<file path="src/rtl/mcs6530_bus_master_if.sv">
// rtl/mcs6530_bus_master_if.sv - command/response channels and 6530 pin bundle for mcs6530_bus_master
interface mcs6530_bus_master_if;
  logic       cmd_valid;
  logic       cmd_ready;
  logic [1:0] cmd_region;
  logic       cmd_we;
  logic [9:0] cmd_addr;
  logic [7:0] cmd_wdata;
  logic       rsp_valid;
  logic       rsp_ready;
  logic [7:0] rsp_data;
  logic       rsp_err;
  logic [7:0] err_count;
  logic [9:0] A;
  logic [7:0] DI;
  logic       we_n;
  logic       RS0;
  logic       CS1;
  logic [7:0] DO;
  logic       OE;

  modport master (
    input  cmd_valid, cmd_region, cmd_we, cmd_addr, cmd_wdata, rsp_ready, DO, OE,
    output cmd_ready, rsp_valid, rsp_data, rsp_err, err_count, A, DI, we_n, RS0, CS1
  );

  modport slave (
    output cmd_valid, cmd_region, cmd_we, cmd_addr, cmd_wdata, rsp_ready, DO, OE,
    input  cmd_ready, rsp_valid, rsp_data, rsp_err, err_count, A, DI, we_n, RS0, CS1
  );
endinterface

</file>
<file path="src/rtl/mcs6530_bus_master.sv">
// rtl/mcs6530_bus_master.sv - one-command-in-flight bus initiator for a single mcs6530
// Optional read timeout/re-sample in WAIT is enabled by defining MCS_MASTER_TIMEOUT_EN.
module mcs6530_bus_master #(
  parameter int TIMEOUT_CYCLES = 4
) (
  input logic                 phi2,
  input logic                 rst,
  mcs6530_bus_master_if.master bus
);
  typedef enum logic [1:0] {IDLE, DRIVE, WAIT, RESP} state_t;

  if (TIMEOUT_CYCLES < 1 || TIMEOUT_CYCLES > 15) begin : g_bad_timeout
    $error("TIMEOUT_CYCLES must be in 1..15");
  end

  state_t     state, state_next;
  logic [9:0] a_q, a_d;
  logic [7:0] di_q, di_d;
  logic       we_n_q, we_n_d;
  logic       rs0_q, rs0_d;
  logic       cs1_q, cs1_d;
  logic [7:0] rdata_q, rdata_d;
  logic       rerr_q, rerr_d;
  logic [7:0] errc_q, errc_d;
  logic       leave_wait;
`ifdef MCS_MASTER_TIMEOUT_EN
  logic [3:0] wcnt_q, wcnt_d;
`endif

  always_ff @(posedge phi2) begin
    if (rst) begin
      state   <= IDLE;
      a_q     <= 10'h000;
      di_q    <= 8'h00;
      we_n_q  <= 1'b1;
      rs0_q   <= 1'b1;
      cs1_q   <= 1'b0;
      rdata_q <= 8'h00;
      rerr_q  <= 1'b0;
      errc_q  <= 8'h00;
`ifdef MCS_MASTER_TIMEOUT_EN
      wcnt_q  <= 4'd0;
`endif
    end else begin
      state   <= state_next;
      a_q     <= a_d;
      di_q    <= di_d;
      we_n_q  <= we_n_d;
      rs0_q   <= rs0_d;
      cs1_q   <= cs1_d;
      rdata_q <= rdata_d;
      rerr_q  <= rerr_d;
      errc_q  <= errc_d;
`ifdef MCS_MASTER_TIMEOUT_EN
      wcnt_q  <= wcnt_d;
`endif
    end
  end

  always_comb begin
    state_next = state;
    a_d        = a_q;
    di_d       = di_q;
    we_n_d     = we_n_q;
    rs0_d      = rs0_q;
    cs1_d      = cs1_q;
    rdata_d    = rdata_q;
    rerr_d     = rerr_q;
    errc_d     = errc_q;
    leave_wait = 1'b0;
`ifdef MCS_MASTER_TIMEOUT_EN
    wcnt_d     = wcnt_q;
`endif
    case (state)
      IDLE: begin
        if (bus.cmd_valid) begin
          if (!bus.cmd_region[1]) begin
            state_next = DRIVE;
            a_d        = bus.cmd_addr;
            di_d       = bus.cmd_wdata;
            we_n_d     = !bus.cmd_we;
            rs0_d      = bus.cmd_region[0];
            cs1_d      = !bus.cmd_region[0];
          end else begin
            // Reserved regions answer immediately and never touch the bus.
            state_next = RESP;
            rdata_d    = 8'h00;
            rerr_d     = 1'b1;
          end
        end
      end
      DRIVE: begin
        state_next = WAIT;
`ifdef MCS_MASTER_TIMEOUT_EN
        wcnt_d     = 4'd0;
`endif
      end
      WAIT: begin
        if (!we_n_q) begin
          leave_wait = 1'b1;
          rdata_d    = 8'h00;
          rerr_d     = 1'b0;
        end else begin
`ifdef MCS_MASTER_TIMEOUT_EN
          if (bus.OE) begin
            leave_wait = 1'b1;
            rdata_d    = bus.DO;
            rerr_d     = 1'b0;
          end else if (wcnt_q == 4'(TIMEOUT_CYCLES)) begin
            leave_wait = 1'b1;
            rdata_d    = 8'h00;
            rerr_d     = 1'b1;
          end else begin
            wcnt_d = wcnt_q + 4'd1;
          end
`else
          leave_wait = 1'b1;
          rdata_d    = bus.OE ? bus.DO : 8'h00;
          rerr_d     = !bus.OE;
`endif
        end
        if (leave_wait) begin
          state_next = RESP;
          a_d        = 10'h000;
          di_d       = 8'h00;
          we_n_d     = 1'b1;
          rs0_d      = 1'b1;
          cs1_d      = 1'b0;
        end
      end
      RESP: begin
        if (bus.rsp_ready) begin
          state_next = IDLE;
          if (rerr_q && (errc_q != 8'hFF)) begin
            errc_d = errc_q + 8'd1;
          end
        end
      end
      default: state_next = IDLE;
    endcase
  end

  assign bus.cmd_ready = (state == IDLE);
  assign bus.rsp_valid = (state == RESP);
  assign bus.rsp_data  = rdata_q;
  assign bus.rsp_err   = rerr_q;
  assign bus.err_count = errc_q;
  assign bus.A         = a_q;
  assign bus.DI        = di_q;
  assign bus.we_n      = we_n_q;
  assign bus.RS0       = rs0_q;
  assign bus.CS1       = cs1_q;
endmodule

</file>
<file path="src/flat_wrapper.sv">
// flat-port wrapper written by rule: the top's interface ports become plain ports
module mcs6530_bus_master_flat 
#(
  parameter int TIMEOUT_CYCLES = 4
)
  (phi2, rst, bus_cmd_valid, bus_cmd_region, bus_cmd_we, bus_cmd_addr, bus_cmd_wdata, bus_rsp_ready, bus_DO, bus_OE, bus_cmd_ready, bus_rsp_valid, bus_rsp_data, bus_rsp_err, bus_err_count, bus_A, bus_DI, bus_we_n, bus_RS0, bus_CS1);
  mcs6530_bus_master_if bus_i ();
  input logic phi2;
  input logic rst;
  input wire logic [$bits(bus_i.cmd_valid)-1:0] bus_cmd_valid;
  input wire logic [$bits(bus_i.cmd_region)-1:0] bus_cmd_region;
  input wire logic [$bits(bus_i.cmd_we)-1:0] bus_cmd_we;
  input wire logic [$bits(bus_i.cmd_addr)-1:0] bus_cmd_addr;
  input wire logic [$bits(bus_i.cmd_wdata)-1:0] bus_cmd_wdata;
  input wire logic [$bits(bus_i.rsp_ready)-1:0] bus_rsp_ready;
  input wire logic [$bits(bus_i.DO)-1:0] bus_DO;
  input wire logic [$bits(bus_i.OE)-1:0] bus_OE;
  output wire logic [$bits(bus_i.cmd_ready)-1:0] bus_cmd_ready;
  output wire logic [$bits(bus_i.rsp_valid)-1:0] bus_rsp_valid;
  output wire logic [$bits(bus_i.rsp_data)-1:0] bus_rsp_data;
  output wire logic [$bits(bus_i.rsp_err)-1:0] bus_rsp_err;
  output wire logic [$bits(bus_i.err_count)-1:0] bus_err_count;
  output wire logic [$bits(bus_i.A)-1:0] bus_A;
  output wire logic [$bits(bus_i.DI)-1:0] bus_DI;
  output wire logic [$bits(bus_i.we_n)-1:0] bus_we_n;
  output wire logic [$bits(bus_i.RS0)-1:0] bus_RS0;
  output wire logic [$bits(bus_i.CS1)-1:0] bus_CS1;
  assign bus_i.cmd_valid = bus_cmd_valid;
  assign bus_i.cmd_region = bus_cmd_region;
  assign bus_i.cmd_we = bus_cmd_we;
  assign bus_i.cmd_addr = bus_cmd_addr;
  assign bus_i.cmd_wdata = bus_cmd_wdata;
  assign bus_i.rsp_ready = bus_rsp_ready;
  assign bus_i.DO = bus_DO;
  assign bus_i.OE = bus_OE;
  assign bus_cmd_ready = bus_i.cmd_ready;
  assign bus_rsp_valid = bus_i.rsp_valid;
  assign bus_rsp_data = bus_i.rsp_data;
  assign bus_rsp_err = bus_i.rsp_err;
  assign bus_err_count = bus_i.err_count;
  assign bus_A = bus_i.A;
  assign bus_DI = bus_i.DI;
  assign bus_we_n = bus_i.we_n;
  assign bus_RS0 = bus_i.RS0;
  assign bus_CS1 = bus_i.CS1;
  mcs6530_bus_master #(.TIMEOUT_CYCLES(TIMEOUT_CYCLES)) u_core (.phi2(phi2), .rst(rst), .bus(bus_i));
endmodule
</file>
<file path="config.mk">
export PLATFORM = sky130hd
export DESIGN_NAME = mcs6530_bus_master_flat
export DESIGN_NICKNAME = d
export VERILOG_FILES = /design/src/rtl/mcs6530_bus_master_if.sv /design/src/rtl/mcs6530_bus_master.sv /design/src/flat_wrapper.sv
export SDC_FILE = /design/constraint.sdc
export NUM_CORES = 1
export LEC_CHECK = 0
export ABC_AREA = 1
export CORE_UTILIZATION = 35
export CTS_BUF_LIST = sky130_fd_sc_hd__clkbuf_2 sky130_fd_sc_hd__clkbuf_4 sky130_fd_sc_hd__clkbuf_8
export DETAILED_ROUTE_END_ITERATION = 10
export GPL_TIMING_DRIVEN = 0
export HOLD_SLACK_MARGIN = 0.05
export PLACE_DENSITY = 0.68
export SETUP_SLACK_MARGIN = 0.3
export SKIP_CTS_REPAIR_TIMING = 1
export SLEW_MARGIN = 20
export SYNTH_ARGS = -nofsm -noshare
export SYNTH_HDL_FRONTEND = slang
export SYNTH_SLANG_ARGS = --single-unit
</file>
<file path="constraint.sdc">
create_clock -name phi2 -period 1.6 [get_ports phi2]
set_input_delay 0.24 -clock phi2 [delete_from_list [all_inputs] [get_ports phi2]]
set_output_delay 0.24 -clock phi2 [all_outputs]
set_load 0.005 [all_outputs]
</file>
* Word-level counts from Yosys, hierarchy flattened
Index checks and enable logic that the tools add are counted.
** Word-level totals
- Register bits after elaboration :: 40
- Word-level logic and storage cells :: 63
- Output and inout bits :: 40
** Operators by class
- Reduce and logical (&&, ||, !) cells :: 10
- Add/sub/neg operators :: 1
- Equality and inequality tests :: 9
- Mux-type cells :: 34
** Operator list (count)
- two-way mux 8 bit :: 7
- case mux 8 bit (2 select lines) :: 2
- two-way mux 10 bit :: 3
- case mux 10 bit (2 select lines) :: 1
- two-way mux 1 bit :: 12
- AND reduction 3 bit :: 3
- adder 8 x 1 -> 8 bit, second input constant :: 1
- two-way mux 2 bit :: 4
- inequality test 2 bit, second input constant :: 4
- inequality test 8 bit, second input constant :: 1
- case mux 1 bit (2 select lines) :: 4
- case mux 2 bit (4 select lines) :: 1
- equality test 2 bit, second input constant :: 2
- AND reduction 4 bit :: 1
- zero test 1 bit :: 3
- equality test 2 x 1 -> 1 bit, second input constant :: 1
- zero test 2 bit :: 1
- inequality test 2 x 1 -> 1 bit, second input constant :: 1
- nonzero test 2 bit :: 1
- logical AND 1 bit :: 1

* Logic depth before layout (Yosys ltp)
- Word-level depth :: 4
- Gate-level depth with buffers :: 9
- Gate-level depth less buffers :: 9

* Least setup slack after synthesis
Ideal clock, no wire load.
- Kind :: flip-flop to flip-flop
- Start :: reg u_core.state[0]
- End :: reg u_core.rdata_q[0] (netlist: u_core.bus.rsp_data[0])
- Required time :: 1468 ps
- Data arrival time :: 1233 ps
- Buffers on the path :: 0
- Stages on the path, launching flop included :: 7
- Clock period less this slack :: 1365 ps
- Setup slack :: 235 ps
- Cell sequence :: dfxtp_1 -> inv_1 -> ha_1 -> o21ai_2 -> nand2_2 -> nand2_1 -> a21oi_1
** On the way
- Longest elaborated chain between the ends :: 3
** RTL lines
- from (decl) :: RTL line mcs6530_bus_master.sv:16 : state_t state, state_next;
- from (signal assigned) :: RTL line mcs6530_bus_master.sv:45 : state <= state_next;
- zero test 2 bit (*)
- via bus_cmd_ready :: RTL line flat_wrapper.sv:18 : output wire logic [$bits(bus_i.cmd_ready)-1:0] bus_cmd_ready;
- inequality test 2 bit (no source line) or nonzero test 2 bit (tied branches)
- AND reduction 3 bit (no source line)
- to (signal assigned) :: RTL line mcs6530_bus_master.sv:51 : rdata_q <= rdata_d;
- to (decl) :: RTL line mcs6530_bus_master.sv:22 : logic [7:0] rdata_q, rdata_d;
Mark *: on every way through the listed nets, which the timed path passes. The rest lies on a longest branch.
A chain may end at the register's enable or synchronous reset.

* Worst setup path after layout
- Start :: reg u_core.state[1]
- End :: reg u_core.rerr_q (netlist: u_core.bus.rsp_err)
** On the way
- Longest elaborated chain between the ends :: 3
** RTL lines
- equality test 2 bit or zero test 2 bit (tied branches) :: RTL line mcs6530_bus_master.sv:74 : case (state)
- nonzero test 2 bit (no source line) or inequality test 2 bit (tied branches)
- AND reduction 3 bit (no source line)
- to (signal assigned) :: RTL line mcs6530_bus_master.sv:52 : rerr_q <= rerr_d;
- to (decl) :: RTL line mcs6530_bus_master.sv:23 : logic rerr_q, rerr_d;
Several ways; a longest one is shown, not always the timed one.

==> qor.csv <==
stage,metric,value,unit
routing,drt total wl,6.316,mm
timing,Peak Freq,700.4,MHz
routing,vias,2066,
cells_and_area,number of diodes,0,
cells_and_area,layout cells sized above 1,38.68,%
cells_and_area,most frequent cells in the layout,"dlymetal6s2s_1, nand2_1, clkdlybuf4s50_1, nand3_1, a21oi_1",
worst_setup_path,Worst path max stage delay,0.39,ns
timing,min Tclk post-route,1.428,ns
cts,clock transition at the registers of the reported paths,0.08,ns
timing,final hold vios,0,
routing,initial drt markers,101,
yosys,cell area after synthesis,0.001773,mm²
pwr,PwrDens,1474,mW/mm²
timing,Slew @ Worst Pin,0.6651,ns
pwr,Switching Fraction,38.62,%
timing,setup_tns,0,ns
cts,clk sink count,40,
timing,Finish-stage setup viols,0,
floorplan,IO Pins,74,
worst_setup_path,"Critical Path, Cell by Cell",inv_4 -> ha_4 -> buf_6 -> o21ai_4 -> nand2_4 -> nand2_2 -> a21oi_2,
cts,H-tree depth,2,
worst_setup_path,CP Max Fanout,6,
worst_setup_path,R2R Path Start,u_core.state[1],
placed_design,final RePlAce weighted congestion,0.7886,
global_route,first-pass GRT wire length,7.479,mm
cts,TritonCTS clock tree,built,
worst_setup_path,Crit Reg-Reg Endpoint,u_core.bus.rsp_err,
yosys,Synth cell types,22,
floorplan,core area,0.004786,mm²
worst_setup_path,CP required,1.78,ns
routing,DR WL/cell,15.18,µm
pwr,Flop pwr share,27.0,%
cells_and_area,Final Non-Filler Cells,416,
pwr,Worst VDD drop,1084,µV
cells_and_area,fill count,350,
yosys,register bit total from synthesis,40,
worst_setup_path,R2R cell count,7,
pwr,Clk pwr share,16.5,%
routing,Antenna Nets Post-Route,0,
worst_setup_path,crit path launch,u_core.state[1],
global_route,vias in the first global route,1627,
worst_setup_path,R2R setup slack,0.17,ns
status,outcome,completed,
routing,Vias/cell,4.966,
worst_hold_path,Hold WC Path Type,input pin to flop,
worst_setup_path,Slowest cell on crit path,dfxtp_4,
timing,RSZ-0062 raised after global routing,true,
worst_setup_path,CP startpoint kind,flop,
placed_design,Final HPWL DP,3.278,mm
global_route,largest net degree at the start of global routing,13,
cts,Max clock buf depth,2,
yosys,Syn Area/Cell,7.207,µm²
worst_setup_path,Worst setup EP type,flop,
placed_design,placed insts,385,
worst_setup_path,"Arr. time, crit path",1.60,ns
floorplan,full die area,0.005354,mm²
flow_run,max_cap viols,0,
timing,max-slew violations,0,
pwr,Psw,1.975,mW
cells_and_area,Area growth syn-to-layout,95.70,%
routing,DRC Markers,0,
cts,clock latency on the worst-skew pair,0.30,ns
cells_and_area,final net count,386,
placed_design,# port buffers,72,
global_route,antenna violations before repair,0,
cts,Num CTS Buffers,5,
global_route,Total GRT Usage,18.54,%
floorplan,Starting Density,37.05,%
yosys,Yosys warning total,0,
cts,Clock Tree Root,clkbuf_8,
timing,Final Skew,0.007278,ns
worst_setup_path,Crit Path Category,flop to flop,
timing,fin crit share,89.24,%
pwr,Pint,3.140,mW
yosys,sequential area share after synthesis,45.17,%
yosys,Gate Count Post-Synth,246,
yosys,net count after synthesis,284,
floorplan,die width,73.17,µm
worst_setup_path,CP endpoint,u_core.bus.rsp_err,
floorplan,FP Rows,25,
floorplan,Vert. Die Dim,73.17,µm
routing,drt first pass iters,5,
cells_and_area,"commonest non-fill, non-tap cell in the layout",dlymetal6s2s_1,
pwr,Comb power frac,56.5,%
pwr,Leak Pwr,1.933,nW
global_route,gr ovfl total,0,
timing,Slew HR,55.66,%
==> per-layer routing <==
layer	vias up	track usage, %	part of all wire [%]	wire length [µm]
met4	0	8.061	1.6	100
met5	-	0	0	0
met2	60	29.32	50	3150
li1	1002	-	-	-
met3	14	5.663	4.2	266
met1	990	23.24	44	2799
==> power by group through the flow <==
stage / Clock, mW / Combinational [mW] / Sequential [mW]
after floorplan: 0 / 1.00 / 1.35
after global placement: 0 / 1.72 / 1.33
after detailed placement: 0 / 1.73 / 1.33
after CTS: 0.853 / 1.74 / 1.32
after global routing: 0.895 / 3.07 / 1.40
final: 0.846 / 2.89 / 1.38
==> worst max-delay path: cells and delay by family (launching register included) <==
kind                       cells  cell delay (ns)
AOI/OAI and AO/OA              2             0.31
adders and majority gates      1             0.19
buffers and inverters          2             0.18
DFF                            1             0.39
and+or+nand+nor                2             0.24
==> per-stage QoR <==
step / worst slack (ns) / cell area, µm² / power, mW / util, % / hold WS (ns)
2_1_floorplan: 0.3002 / 1798 / 2.346 / - / 0.4001
3_3_place_gp: 0.05863 / 2603 / 3.055 / 54.38 / 0.4506
3_5_place_dp: 0.05200 / 2603 / 3.059 / 54.38 / 0.4544
4_1_cts: -0.2076 / 2714 / 3.912 / 56.71 / 0.2344
5_1_grt: 0.1052 / 3470 / 5.362 / 72.50 / 0.2978
6_report: 0.1722 / 3470 / 5.115 / 72.50 / 0.2941
==> final cells by class <==
class / count / area (µm²) / area share, %
clock inverters: 2 / 35.03 / 1.010
repair buffers: 93 / 1036 / 29.86
multi-input cells: 171 / 1165 / 33.57
inverters: 26 / 117.6 / 3.390
well taps: 67 / 83.83 / 2.416
plain buffers: 11 / 102.6 / 2.957
clock buffers: 6 / 76.32 / 2.200
flip-flops and latches: 40 / 853.3 / 24.59
==> cell usage after synthesis <==
cell type	instances	area [µm²]
nand2_2	2	12.51
buf_2	3	15.01
nor2_2	1	6.260
buf_6	2	22.52
nand3_2	1	10.01
nand4_1	2	12.51
inv_2	2	7.510
a21oi_2	1	8.760
clkbuf_1	3	11.26
nor2_1	22	82.58
o21bai_1	1	7.510
a21oi_1	35	175.2
ha_1	4	50.05
buf_8	1	15.01
nand3_1	37	185.2
nand2_1	56	210.2
o21ai_0	6	30.03
o21ai_2	1	8.760
buf_1	1	3.750
buf_4	1	7.510
inv_1	24	90.09
dfxtp_1	40	800.8
==> how the worst min path moves through the flow <==
| stage | to | depth (start not counted) | slack [ns] | startpoint |
|---|---|---|---|---|
| 2_1_floorplan | u_core.bus.A[3] | 2 | 0.40 | bus_cmd_addr[3] |
| 3_3_place_gp | u_core.bus.A[4] | 2 | 0.45 | u_core.bus.A[4] |
| 3_5_place_dp | u_core.bus.A[0] | 2 | 0.45 | u_core.bus.A[0] |
| 4_1_cts | u_core.bus.DI[4] | 2 | 0.23 | rst |
| 5_1_grt | u_core.bus.DI[4] | 2 | 0.30 | rst |
| 6_report | u_core.bus.DI[4] | 2 | 0.29 | rst |
==> registers in the layout, indices dropped and copies added (netlist names), 2 cells and up <==
| signal | cells |
|---|---|
| u_core.bus.A | 10 |
| u_core.bus.DI | 8 |
| u_core.bus.err_count | 8 |
| u_core.bus.rsp_data | 8 |
| u_core.state | 2 |
==> cells by family after synthesis <==
| group | Yosys count | synth area share [%] |
|---|---|---|
| DFF | 40 | 45.17 |
| and+or+nand+nor | 121 | 29.29 |
| buffers and inverters | 37 | 9.739 |
| AOI/OAI and AO/OA | 44 | 12.99 |
| adders and majority gates | 4 | 2.823 |
No activity file was read; power rests on OpenSTA's default activity.
==> RTL change (same flow settings) <==
The option `MCS_MASTER_TIMEOUT_EN` is turned on by a define.
--- a/src/rtl/mcs6530_bus_master.sv
+++ b/src/rtl/mcs6530_bus_master.sv
@@ -1,5 +1,7 @@
 // rtl/mcs6530_bus_master.sv - one-command-in-flight bus initiator for a single mcs6530
 // Optional read timeout/re-sample in WAIT is enabled by defining MCS_MASTER_TIMEOUT_EN.
+`define MCS_MASTER_TIMEOUT_EN
+
 module mcs6530_bus_master #(
   parameter int TIMEOUT_CYCLES = 4
 ) (
Behaviour: not the same (a bounded check fails within 4 cycles, from zero or initial values and one cycle with rst high).
==> RTL change against the unedited design <==
Worst setup slack worse by 0.10 ns; final area up 14%; sequential cell count is 4 higher; critical endpoint is now u_core.bus.DI[3]; highest routed layer unchanged; total power rose by 12%; critical path depth increased by 4; synthesized area up 38%; via count is 30% higher; routed wire length grew 5.4%; clock skew shrank 0.0019 ns.
==> RTL change: results (changes against the unedited design) <==
| Metric | Value |
|---|---|
| Outcome | `finished, final reports clean` |
| Final #Nets | `532 (+38%)` |
| First-pass GRT wire length | `10010 um (+34%)` |
| Post-detail-place hpwl | `4374 um (+33%)` |
| Synth top area cells | `dfxtp_1, nand2_1, inv_1, nand4_1, nor2_1` |
| Synth cell types | `24 (+9.1%)` |
| Hold Path Sink | `u_core.wcnt_q[1]` |
| Pre-CTS setup slack | `-0.1560 ns (-0.2080 ns)` |
| Reg-to-reg critical path endpoint | `u_core.bus.DI[3]` |
| DRT Pass-1 Iters | `6 (+1)` |
| Post-synthesis sequential area ratio | `35.99% (-9.2 points)` |
| Peak Freq | `654.4 MHz (-6.6%)` |
| Vias in the first global route | `2228 (+37%)` |
| Share of layout cells above drive strength 1 | `21.75% (-17 points)` |
| CP Max Fanout | `10 (+4)` |
| Iteration-0 DRC Markers | `207 (+100%)` |
| Worst clock skew | `0.005361 ns (-0.001917 ns)` |
| GP Congestion | `0.8316 (+5.5%)` |
| Pin count of the biggest net entering global routing | `14 (+1)` |
| Top cells by count, synth | `nand2_1, inv_1, nor2_1` |
| Placed cell area | `3354 um2 (+29%)` |
| Wirelength per Cell | `11.63 um (-23%)` |
| Worst Reg-to-Reg Cells | `11 (+4)` |
| Adder-Cell Fraction of Synth Area | `3.579% (+0.76 points)` |
| Vias per cell | `4.684 (-5.7%)` |
| WP data arrival | `1.77 ns (+0.17 ns)` |
| Leakage | `2.419 nW (+25%)` |
| Maximum VDD drop | `0.6444 mV (-41%)` |
[RTL change: changes by cell type after synthesis, sizes merged, moves of 3 or more]
cell	before	now
nand2	58	124
inv	26	76
nand4	2	37
a21oi	36	9
nor2	23	50
nand3	38	18
o21ai	7	1
clkbuf	3	7
dfxtp	40	44
buf	8	11
ha	4	7
[RTL change: cells by family (layout without fill, tap and decap cells)]
kind of cell / after synthesis / after routing
flip-flops: 44 / 44
XOR/XNOR: 2 / 2
AND/OR/NAND/NOR: 232 / 232
buffers and inverters: 95 / 197
adder cells (fa/ha/maj): 7 / 7
AO/OA/AOI/OAI: 10 / 10
[RTL change: routing by layer]
| layer | up-vias | wire length, um | GRT usage, % |
|---|---|---|---|
| li1 | 1396 | - | - |
| met1 | 1173 | 2889 | 21.29 |
| met2 | 98 | 3226 | 29.09 |
| met3 | 12 | 428 | 3.369 |
| met4 | 0 | 110 | 5.909 |
| met5 | - | 0 | 0 |
[RTL change: critical path: stages, from the launching register on]
cell	delay, ns
dfxtp_4	0.38
inv_4	0.05
ha_4	0.17
buf_6	0.12
nand2_4	0.08
inv_4	0.04
nor2_4	0.14
nand3_4	0.13
buf_8	0.16
nand2_1	0.05
inv_1	0.03
nor2_1	0.09
[RTL change: final cells by class]
type / count / area, um2
buffer: 18 / 163.9
clock buffer: 7 / 96.34
clock inverter: 1 / 30.03
fill: 602 / 2785
inverter: 77 / 301.5
multi-input combinational: 251 / 1318
sequential: 44 / 944.7
tap: 80 / 100.1
timing repair buffer: 94 / 1017
[RTL change: how the worst max path moves through the flow]
stage,from,end,cells after the start
2_1_floorplan,u_core.state[1],u_core.bus.rsp_err,7
3_3_place_gp,bus_OE,u_core.bus.rsp_data[7],7
3_5_place_dp,bus_OE,u_core.bus.rsp_data[7],7
4_1_cts,u_core.state[1],bus_cmd_ready,3
5_1_grt,u_core.state[1],u_core.bus.A[4],11
6_report,u_core.state[1],u_core.bus.DI[3],11
[RTL change: through the flow]
step	hold WS, ns	instances	utilization [%]	setup TNS, ns
6_report	0.2133	572	58.78	0
5_1_grt	0.2184	572	58.78	-0.04909
4_1_cts	0.2102	550	51.52	-0.1637
3_5_place_dp	0.4542	542	49.65	-1.060
3_3_place_gp	0.4446	542	49.65	-0.9127
2_1_floorplan	0.4287	390	-	0
[RTL change: power breakdown]
| part | internal (mW) | switching [mW] | total (mW) | leakage (nW) |
|---|---|---|---|---|
| clock | 0.551 | 0.393 | 0.944 | 0.0645 |
| combinational | 1.57 | 1.61 | 3.17 | 1.98 |
| sequential | 1.44 | 0.164 | 1.60 | 0.376 |
